`config.mk`:
```
export PLATFORM = sky130hd
export DESIGN_NAME = axi_lite_arbiter_flat
export DESIGN_NICKNAME = d
export VERILOG_FILES = /design/src/rtl/axi_lite_arbiter_if.sv /design/src/rtl/axi_lite_arbiter.sv /design/src/flat_wrapper.sv
export SDC_FILE = /design/constraint.sdc
export NUM_CORES = 1
export LEC_CHECK = 0
export CORE_AREA = 2 2 171 173
export CTS_CLUSTER_SIZE = 8
export DETAILED_ROUTE_END_ITERATION = 10
export DIE_AREA = 0 0 173 175
export DONT_BUFFER_PORTS = 1
export PLACE_DENSITY = 0.3
export SLEW_MARGIN = 25
export SYNTH_ARGS = -nofsm -noshare
export SYNTH_HDL_FRONTEND = slang
export SYNTH_SLANG_ARGS = --single-unit
```
`constraint.sdc`:
```
create_clock -name clk -period 1.65 [get_ports clk]
set_clock_uncertainty 0.05 [all_clocks]
set_input_delay 0.33 -clock clk [delete_from_list [all_inputs] [get_ports clk]]
set_output_delay 0.33 -clock clk [all_outputs]
set_load 0.005 [all_outputs]
```
`src/rtl/axi_lite_arbiter_if.sv`:
```
// axi_lite_if: AXI4-Lite channel bundle shared by masters, arbiter and slave
interface axi_lite_if #(
    parameter int ADDR_W = 32,
    parameter int DATA_W = 32
);
    logic [ADDR_W-1:0]   araddr;
    logic                arvalid;
    logic                arready;
    logic [DATA_W-1:0]   rdata;
    logic [1:0]          rresp;
    logic                rvalid;
    logic                rready;
    logic [ADDR_W-1:0]   awaddr;
    logic                awvalid;
    logic                awready;
    logic [DATA_W-1:0]   wdata;
    logic [DATA_W/8-1:0] wstrb;
    logic                wvalid;
    logic                wready;
    logic [1:0]          bresp;
    logic                bvalid;
    logic                bready;
    modport master (
        output araddr, arvalid, rready, awaddr, awvalid, wdata, wstrb, wvalid, bready,
        input  arready, rdata, rresp, rvalid, awready, wready, bresp, bvalid
    );
    modport slave (
        input  araddr, arvalid, rready, awaddr, awvalid, wdata, wstrb, wvalid, bready,
        output arready, rdata, rresp, rvalid, awready, wready, bresp, bvalid
    );
endinterface

```
`src/rtl/axi_lite_arbiter.sv`:
```
// axi_lite_arbiter: grants one shared AXI4-Lite slave to m0 or m1 for one whole transaction
module axi_lite_arbiter #(
    parameter bit FIXED_PRIO = 1'b0
) (
    input logic       clk,
    input logic       reset,
    axi_lite_if.slave  m0,
    axi_lite_if.slave  m1,
    axi_lite_if.master s
);
    typedef enum logic [1:0] {IDLE, BUSY_RD, BUSY_WR} state_t;
    state_t r_state;
    logic   r_owner;
    logic   r_last_grant;
    logic   r_ar_done;
    logic   r_aw_done;
    logic   r_w_done;
    logic   w_wr0;
    logic   w_wr1;
    logic   w_req0;
    logic   w_req1;
    logic   w_winner;
    logic   w_win_wr;
    logic   w_rd;
    logic   w_wr;
    logic   w_s_arvalid;
    logic   w_s_rready;
    logic   w_s_awvalid;
    logic   w_s_wvalid;
    logic   w_s_bready;
    logic   w_arready;
    logic   w_awready;
    logic   w_wready;
    logic   w_rvalid;
    logic   w_bvalid;
    assign w_wr0  = m0.awvalid | m0.wvalid;
    assign w_wr1  = m1.awvalid | m1.wvalid;
    assign w_req0 = m0.arvalid | w_wr0;
    assign w_req1 = m1.arvalid | w_wr1;
    // on a tie round-robin favours whoever was not granted last
    assign w_winner = (w_req0 & w_req1) ? (FIXED_PRIO ? 1'b1 : ~r_last_grant) : w_req1;
    assign w_win_wr = w_winner ? w_wr1 : w_wr0;
    assign w_rd     = r_state == BUSY_RD;
    assign w_wr     = r_state == BUSY_WR;
    assign w_s_arvalid = w_rd & ~r_ar_done & (r_owner ? m1.arvalid : m0.arvalid);
    assign w_s_rready  = w_rd & (r_owner ? m1.rready : m0.rready);
    assign w_s_awvalid = w_wr & ~r_aw_done & (r_owner ? m1.awvalid : m0.awvalid);
    assign w_s_wvalid  = w_wr & ~r_w_done & (r_owner ? m1.wvalid : m0.wvalid);
    assign w_s_bready  = w_wr & (r_owner ? m1.bready : m0.bready);
    assign s.arvalid = w_s_arvalid;
    assign s.araddr  = r_owner ? m1.araddr : m0.araddr;
    assign s.rready  = w_s_rready;
    assign s.awvalid = w_s_awvalid;
    assign s.awaddr  = r_owner ? m1.awaddr : m0.awaddr;
    assign s.wvalid  = w_s_wvalid;
    assign s.wdata   = r_owner ? m1.wdata : m0.wdata;
    assign s.wstrb   = r_owner ? m1.wstrb : m0.wstrb;
    assign s.bready  = w_s_bready;
    assign w_arready = w_rd & ~r_ar_done & s.arready;
    assign w_awready = w_wr & ~r_aw_done & s.awready;
    assign w_wready  = w_wr & ~r_w_done & s.wready;
    assign w_rvalid  = w_rd & s.rvalid;
    assign w_bvalid  = w_wr & s.bvalid;
    assign m0.arready = w_arready & ~r_owner;
    assign m1.arready = w_arready & r_owner;
    assign m0.awready = w_awready & ~r_owner;
    assign m1.awready = w_awready & r_owner;
    assign m0.wready  = w_wready & ~r_owner;
    assign m1.wready  = w_wready & r_owner;
    assign m0.rvalid  = w_rvalid & ~r_owner;
    assign m1.rvalid  = w_rvalid & r_owner;
    assign m0.bvalid  = w_bvalid & ~r_owner;
    assign m1.bvalid  = w_bvalid & r_owner;
    assign m0.rdata = s.rdata;
    assign m1.rdata = s.rdata;
    assign m0.rresp = s.rresp;
    assign m1.rresp = s.rresp;
    assign m0.bresp = s.bresp;
    assign m1.bresp = s.bresp;
    always_ff @(posedge clk) begin
        if (reset) begin
            r_state      <= IDLE;
            r_owner      <= 1'b0;
            r_last_grant <= 1'b1;
            r_ar_done    <= 1'b0;
            r_aw_done    <= 1'b0;
            r_w_done     <= 1'b0;
        end else begin
            case (r_state)
                IDLE: if (w_req0 | w_req1) begin
                    r_owner      <= w_winner;
                    r_last_grant <= w_winner;
                    r_state      <= w_win_wr ? BUSY_WR : BUSY_RD;
                    r_ar_done    <= 1'b0;
                    r_aw_done    <= 1'b0;
                    r_w_done     <= 1'b0;
                end
                BUSY_RD: begin
                    if (w_s_arvalid & s.arready) r_ar_done <= 1'b1;
                    if (s.rvalid & w_s_rready) r_state <= IDLE;
                end
                BUSY_WR: begin
                    if (w_s_awvalid & s.awready) r_aw_done <= 1'b1;
                    if (w_s_wvalid & s.wready) r_w_done <= 1'b1;
                    if (s.bvalid & w_s_bready) r_state <= IDLE;
                end
                default: r_state <= IDLE;
            endcase
        end
    end
endmodule

```
`src/flat_wrapper.sv`:
```
// flat-port wrapper written by rule: the top's interface ports become plain ports
module axi_lite_arbiter_flat 
#(
    parameter bit FIXED_PRIO = 1'b0
)
  (clk, reset, m0_araddr, m0_arvalid, m0_rready, m0_awaddr, m0_awvalid, m0_wdata, m0_wstrb, m0_wvalid, m0_bready, m0_arready, m0_rdata, m0_rresp, m0_rvalid, m0_awready, m0_wready, m0_bresp, m0_bvalid, m1_araddr, m1_arvalid, m1_rready, m1_awaddr, m1_awvalid, m1_wdata, m1_wstrb, m1_wvalid, m1_bready, m1_arready, m1_rdata, m1_rresp, m1_rvalid, m1_awready, m1_wready, m1_bresp, m1_bvalid, s_araddr, s_arvalid, s_rready, s_awaddr, s_awvalid, s_wdata, s_wstrb, s_wvalid, s_bready, s_arready, s_rdata, s_rresp, s_rvalid, s_awready, s_wready, s_bresp, s_bvalid);
  axi_lite_if m0_i ();
  axi_lite_if m1_i ();
  axi_lite_if s_i ();
  input logic clk;
  input logic reset;
  input wire logic [$bits(m0_i.araddr)-1:0] m0_araddr;
  input wire logic [$bits(m0_i.arvalid)-1:0] m0_arvalid;
  input wire logic [$bits(m0_i.rready)-1:0] m0_rready;
  input wire logic [$bits(m0_i.awaddr)-1:0] m0_awaddr;
  input wire logic [$bits(m0_i.awvalid)-1:0] m0_awvalid;
  input wire logic [$bits(m0_i.wdata)-1:0] m0_wdata;
  input wire logic [$bits(m0_i.wstrb)-1:0] m0_wstrb;
  input wire logic [$bits(m0_i.wvalid)-1:0] m0_wvalid;
  input wire logic [$bits(m0_i.bready)-1:0] m0_bready;
  output wire logic [$bits(m0_i.arready)-1:0] m0_arready;
  output wire logic [$bits(m0_i.rdata)-1:0] m0_rdata;
  output wire logic [$bits(m0_i.rresp)-1:0] m0_rresp;
  output wire logic [$bits(m0_i.rvalid)-1:0] m0_rvalid;
  output wire logic [$bits(m0_i.awready)-1:0] m0_awready;
  output wire logic [$bits(m0_i.wready)-1:0] m0_wready;
  output wire logic [$bits(m0_i.bresp)-1:0] m0_bresp;
  output wire logic [$bits(m0_i.bvalid)-1:0] m0_bvalid;
  input wire logic [$bits(m1_i.araddr)-1:0] m1_araddr;
  input wire logic [$bits(m1_i.arvalid)-1:0] m1_arvalid;
  input wire logic [$bits(m1_i.rready)-1:0] m1_rready;
  input wire logic [$bits(m1_i.awaddr)-1:0] m1_awaddr;
  input wire logic [$bits(m1_i.awvalid)-1:0] m1_awvalid;
  input wire logic [$bits(m1_i.wdata)-1:0] m1_wdata;
  input wire logic [$bits(m1_i.wstrb)-1:0] m1_wstrb;
  input wire logic [$bits(m1_i.wvalid)-1:0] m1_wvalid;
  input wire logic [$bits(m1_i.bready)-1:0] m1_bready;
  output wire logic [$bits(m1_i.arready)-1:0] m1_arready;
  output wire logic [$bits(m1_i.rdata)-1:0] m1_rdata;
  output wire logic [$bits(m1_i.rresp)-1:0] m1_rresp;
  output wire logic [$bits(m1_i.rvalid)-1:0] m1_rvalid;
  output wire logic [$bits(m1_i.awready)-1:0] m1_awready;
  output wire logic [$bits(m1_i.wready)-1:0] m1_wready;
  output wire logic [$bits(m1_i.bresp)-1:0] m1_bresp;
  output wire logic [$bits(m1_i.bvalid)-1:0] m1_bvalid;
  output wire logic [$bits(s_i.araddr)-1:0] s_araddr;
  output wire logic [$bits(s_i.arvalid)-1:0] s_arvalid;
  output wire logic [$bits(s_i.rready)-1:0] s_rready;
  output wire logic [$bits(s_i.awaddr)-1:0] s_awaddr;
  output wire logic [$bits(s_i.awvalid)-1:0] s_awvalid;
  output wire logic [$bits(s_i.wdata)-1:0] s_wdata;
  output wire logic [$bits(s_i.wstrb)-1:0] s_wstrb;
  output wire logic [$bits(s_i.wvalid)-1:0] s_wvalid;
  output wire logic [$bits(s_i.bready)-1:0] s_bready;
  input wire logic [$bits(s_i.arready)-1:0] s_arready;
  input wire logic [$bits(s_i.rdata)-1:0] s_rdata;
  input wire logic [$bits(s_i.rresp)-1:0] s_rresp;
  input wire logic [$bits(s_i.rvalid)-1:0] s_rvalid;
  input wire logic [$bits(s_i.awready)-1:0] s_awready;
  input wire logic [$bits(s_i.wready)-1:0] s_wready;
  input wire logic [$bits(s_i.bresp)-1:0] s_bresp;
  input wire logic [$bits(s_i.bvalid)-1:0] s_bvalid;
  assign m0_i.araddr = m0_araddr;
  assign m0_i.arvalid = m0_arvalid;
  assign m0_i.rready = m0_rready;
  assign m0_i.awaddr = m0_awaddr;
  assign m0_i.awvalid = m0_awvalid;
  assign m0_i.wdata = m0_wdata;
  assign m0_i.wstrb = m0_wstrb;
  assign m0_i.wvalid = m0_wvalid;
  assign m0_i.bready = m0_bready;
  assign m0_arready = m0_i.arready;
  assign m0_rdata = m0_i.rdata;
  assign m0_rresp = m0_i.rresp;
  assign m0_rvalid = m0_i.rvalid;
  assign m0_awready = m0_i.awready;
  assign m0_wready = m0_i.wready;
  assign m0_bresp = m0_i.bresp;
  assign m0_bvalid = m0_i.bvalid;
  assign m1_i.araddr = m1_araddr;
  assign m1_i.arvalid = m1_arvalid;
  assign m1_i.rready = m1_rready;
  assign m1_i.awaddr = m1_awaddr;
  assign m1_i.awvalid = m1_awvalid;
  assign m1_i.wdata = m1_wdata;
  assign m1_i.wstrb = m1_wstrb;
  assign m1_i.wvalid = m1_wvalid;
  assign m1_i.bready = m1_bready;
  assign m1_arready = m1_i.arready;
  assign m1_rdata = m1_i.rdata;
  assign m1_rresp = m1_i.rresp;
  assign m1_rvalid = m1_i.rvalid;
  assign m1_awready = m1_i.awready;
  assign m1_wready = m1_i.wready;
  assign m1_bresp = m1_i.bresp;
  assign m1_bvalid = m1_i.bvalid;
  assign s_araddr = s_i.araddr;
  assign s_arvalid = s_i.arvalid;
  assign s_rready = s_i.rready;
  assign s_awaddr = s_i.awaddr;
  assign s_awvalid = s_i.awvalid;
  assign s_wdata = s_i.wdata;
  assign s_wstrb = s_i.wstrb;
  assign s_wvalid = s_i.wvalid;
  assign s_bready = s_i.bready;
  assign s_i.arready = s_arready;
  assign s_i.rdata = s_rdata;
  assign s_i.rresp = s_rresp;
  assign s_i.rvalid = s_rvalid;
  assign s_i.awready = s_awready;
  assign s_i.wready = s_wready;
  assign s_i.bresp = s_bresp;
  assign s_i.bvalid = s_bvalid;
  axi_lite_arbiter #(.FIXED_PRIO(FIXED_PRIO)) u_core (.clk(clk), .reset(reset), .m0(m0_i), .m1(m1_i), .s(s_i));
endmodule
```
Word level (Yosys, flattened, before mapping)
Index checks and enable logic that the tools add are counted.
{ "totals": {"register_bits": 7} }
{ "classes": {"muxes": 23, "eq_ne": 8, "n_bitwise": 39, "n_reduce_logical": 8} }
{ "ops": {"columns": ["op", "count"], "rows": [
  ["32-bit two-way mux", 3],
  ["1-bit bitwise AND", 29],
  ["3-bit AND reduction", 4],
  ["1-bit two-way mux", 11],
  ["2-bit inequality test (second input constant)", 5],
  ["2-bit two-way mux", 4],
  ["1-bit one-hot mux with 2 select lines", 3],
  ["2-bit one-hot mux with 3 select lines", 1],
  ["1-bit inverter", 5],
  ["1-bit bitwise OR", 5],
  ["4-bit two-way mux", 1],
  ["2-bit nonzero test", 2],
  ["2-bit by 1-bit equality test with 1-bit output (second input constant)", 1],
  ["2-bit equality test (second input constant)", 1],
  ["2-bit zero test", 1],
  ["2-bit by 1-bit inequality test with 1-bit output (second input constant)", 1],
  ["2-bit AND reduction", 1]
]} }

Logic depth before layout (Yosys ltp)
{ "logic_depth": {"ltp_word": 8, "mapped_depth": 5, "ltp_nobuf": 3} }

Least setup slack after synthesis
OpenSTA, ideal clock, no wires.
{ "synth_timing": {"kind": "register to output", "from": "register u_core.r_owner", "to": "output port s_araddr[19]", "n_path_buf": 3, "t_arrival_ps": 1144, "t_required_ps": 1270, "path_stages_with_launch": 5, "slack_ps": 126, "path_cell_list": "dfxtp_1 -> buf_2 -> buf_2 -> buf_2 -> mux2_2"} }
{ "synth_between": {"elab_chain_len": 1} }
{ "synth_rtl": {"columns": ["item", "line", "source"], "rows": [
  ["start: declaration", "axi_lite_arbiter.sv:13", "logic r_owner;"],
  ["start signal: assignment", "axi_lite_arbiter.sv:91", "r_owner <= w_winner;"],
  ["32-bit two-way mux", "axi_lite_arbiter.sv:51", "assign s.araddr = r_owner ? m1.araddr : m0.araddr;"],
  ["end: declaration", "flat_wrapper.sv:46", "output wire logic [$bits(s_i.araddr)-1:0] s_araddr;"]
]} }
Every way passes these cells.

Final worst setup path
{ "layout_timing": {"from": "register u_core.r_owner", "to": "output port s_awaddr[5]"} }
{ "layout_between": {"elab_chain_len": 1} }
{ "layout_rtl": {"columns": ["item", "line", "source"], "rows": [
  ["32-bit two-way mux", "axi_lite_arbiter.sv:54", "assign s.awaddr = r_owner ? m1.awaddr : m0.awaddr;"],
  ["end: declaration", "flat_wrapper.sv:49", "output wire logic [$bits(s_i.awaddr)-1:0] s_awaddr;"]
]} }
Every way passes these cells.

==> impl_metrics.json <==
{
  "synth_top_cells_by_area": "mux2_2 51%, buf_4 27%, dfxtp_1 6.2%",
  "total_negative_setup_slacks_ns": -2.71,
  "die_area_um2": 30300,
  "clock_latency_at_the_later_pin_of_the_worst_skew_pair_ns": 0.23,
  "rsz_0062_raised_after_global_routing": "true",
  "vias": 1774,
  "filler_cell_count": 3336,
  "boundaryPins": 440,
  "hold_path_startpoint": "reset",
  "min_period_ns": 1.72,
  "postSynthNetCount": 509,
  "r2r_slack_ns": 0.31,
  "power.density_cell_area_nw_per_um2": 700,
  "worstHoldPathType": "input port to flop",
  "layout.core_utilization_pct": 8.51,
  "number_of_levels_in_the_clock_h_tree": 1,
  "grt_pass1_wl_mm": 16.9,
  "cts_hold_buffers": 0,
  "critical_path_class": "flop to primary output",
  "worst_r2r_startpoint": "u_core.r_state[1]",
  "wirelength_per_cell_um": 24.8,
  "post_route_cells_drive_above_1_share_pct": 68.2,
  "required_ns": 1.27,
  "power_switching_share_pct": 38.7,
  "maximum_number_of_pins_on_one_net_before_global_route_repair": 48,
  "avgSynthCellArea_um2": 8.84,
  "postRouteAntennaNets": 0,
  "layout_worst_path_cycle_share_pct": 104,
  "clock.fmax_mhz": 580,
  "placement.io_buffers": 0,
  "postSynth.asyncResetShare_pct": 0,
  "clock-sinks": 7,
  "final_critical_path_setup_slack_ns": -0.0736,
  "critPathLaunchType": "flop",
  "drc": 0,
  "syn2layout_area_growth_pct": 6.69,
  "reg2regPathDepth": 3,
  "multi_input_comb_area_um2": 1580,
  "synth_seq_area_share_pct": 6.19,
  "timing.critical_path.arrival_ns": 1.34,
  "finalWirelength_mm": 14.3,
  "seq_area_um2": 144,
  "ys_seq_elements": 7,
  "clockPowerShare_pct": 24.8,
  "synth.yosys.warnings": 0,
  "regToRegEndpoint": "u_core.r_owner",
  "hold-path-cell-count": 1,
  "power.switching_uw": 654,
  "tritoncts_buffers": 3,
  "failing_checks": "negative setup slack",
  "final_max_slew_viol_count": 0,
  "ctsLongestPathBuffers": 2,
  "globalRouteTotalUtil_pct": 8.44,
  "dr.first_iter.drc_count": 52,
  "synth.top_cells.by_count": "103 x mux2_2, 80 x buf_4, 10 x nor2_1, 9 x nand2_1, 7 x dfxtp_1",
  "synth_top_cell_by_area": "mux2_2",
  "seq_power_share_pct": 13.2,
  "finalWeightedCongestion": 0.847,
  "syn-instance-count": 256,
  "yosys.cell_count.top_type": "mux2_2",
  "synth_enable_flop_cells": 0,
  "coreArea_um2": 28400,
  "place_hpwl_mm": 13.3,
  "clock_tree.root_cell": "clkbuf_16",
  "grt_overflow": 0,
  "report.power.total_mw": 1.69,
  "leakage_nw": 0.714,
  "final_setup_violating_endpoints": 50,
  "max-vdd-ir-drop_v": 0.000268,
  "timing_worst_slew_pin_value_ns": 0.479,
  "status": "finished, violations left",
  "synth.lib_cells_used.distinct": 26,
  "viasPerCell": 3.09,
  "drv_cap": 0,
  "worst_relative_slew_slack_pct": 67.8,
  "number_of_global_route_vias_before_repair": 1807,
  "tritoncts_clock_tree": "yes",
  "die-height_um": 175,
  "drt_pass1_iterations": 4,
  "antenna_violations_before_repair": 19,
  "layout.nets": 433,
  "synth_flop_cell": "dfxtp_1",
  "whs_ns": 0.125,
  "power.combinational.fraction_pct": 62.1,
  "synthesis.area_um2": 2260,
  "final-instance-count-excl-fill": 575,
  "internal_power_mw": 1.04,
  "cts_clock_pin_slew_for_the_worst_setup_and_hold_paths_ns": 0.04,
  "synth_top_area_share_pct": 51.2,
  "report.final.hold_viol_count": 0,
  "critical_path.endpoint_type": "primary output",
  "die-width_um": 173,
  "floorplan.rows": 62,
  "critPathMaxFanout": 47,
  "placed_cells": 559,
  "min_to": "u_core.r_owner",
  "initial_utilization_pct": 7.97
}
-- cell type report --
class                   instances  area share (%)
diodes                         12            1.24
clock buffers                   4            3.26
inverters                       4           0.622
multi-input cells             158            65.3
flip-flops and latches          7            5.96
well taps                     384            19.9
repair buffers                  6            3.73
-- critical path, cell delays in order, from the launching register on --
cell and delay (ns):
dfxtp_4 0.40, buf_16 0.23, mux2_2 0.40
-- power by group through the flow --
stage	Sequential, mW	Combinational, mW	Clock, mW
2_1_floorplan	0.206	0.910	0
3_3_place_gp	0.221	0.990	0
3_5_place_dp	0.222	0.999	0
4_1_cts	0.222	1.05	0.424
5_1_grt	0.226	1.14	0.438
6_report	0.223	1.05	0.418
-- layer usage --
layer,wire [um],global-route usage [%]
met1,4190,6.89
met2,6460,14.1
met3,3210,8.57
met4,314,2.33
met5,115,0
-- metrics by stage --
step	instance area (um^2)	setup WS (ns)
global placement	2200	0.155
global route	2400	-0.0976
detailed placement	2200	0.134
floorplan	2260	0.126
CTS	2340	-0.107
finish	2410	-0.0736
-- sequential cells by signal, summed over array words and instances, names as in the netlist --
| signal | cells |
|---|---|
| u_core.r_state | 2 |
| u_core.r_ar_done | 1 |
| u_core.r_aw_done | 1 |
| u_core.r_last_grant | 1 |
| u_core.r_owner | 1 |
| u_core.r_w_done | 1 |
-- timing repair --
| action | 4_1_cts | 5_1_grt |
|---|---|---|
| resized for setup | 19 | 12 |
| endpoints found under the setup margin | 53 | 97 |
| cloned | 0 | 0 |
| buffers inserted | 0 | 0 |
-- kinds of logic (layout without fill, tap and decap cells) --
| family | after synthesis | count (layout) | share of synthesized area, % |
|---|---|---|---|
| AO/OA/AOI/OAI | 17 | 17 | 5.25 |
| buffers and inverters | 91 | 14 | 28.7 |
| flip-flops | 7 | 7 | 6.19 |
| multiplexers | 105 | 105 | 52.1 |
| other | 0 | 12 | 0 |
| AND/OR/NAND/NOR | 36 | 36 | 7.74 |
-- worst max path at each step --
stage              startpoint      endpoint  slack [ns]  cells after the start
6_report       u_core.r_owner   s_awaddr[5]       -0.07                      2
5_1_grt        u_core.r_owner    s_wdata[3]        -0.1                      2
4_1_cts        u_core.r_owner   s_wdata[29]       -0.11                      2
3_5_place_dp   u_core.r_owner   s_wdata[29]        0.13                      2
3_3_place_gp   u_core.r_owner   s_wdata[29]        0.15                      2
2_1_floorplan  u_core.r_owner  s_araddr[19]        0.13                      4
-- cell usage in the layout (no fill, tap or decap) --
master,netlist,final
mux2_2,103,82
mux2_4,0,21
diode_2,0,12
nor2_1,10,8
nand2_1,9,6
dfxtp_1,7,6
nor3_1,5,5
inv_1,4,4
o21ai_0,4,4
nor2b_2,0,3
nand2_2,0,3
a21oi_1,3,3
o32ai_1,3,3
clkbuf_16,0,3
buf_4,80,3
nor2_2,0,2
and3_1,2,2
nand2b_1,2,2
o2bb2ai_1,2,2
buf_12,0,2
mux2i_2,0,1
or2b_1,1,1
mux2i_1,2,1
nor2b_1,4,1
nor4b_1,1,1
or2_0,1,1
a211o_1,1,1
o22ai_1,1,1
o311ai_0,1,1
o31a_1,1,1
or3_1,1,1
a211oi_1,1,1
clkbuf_1,0,1
buf_16,0,1
dfxtp_4,0,1
(Power assumes the default switching activity.)
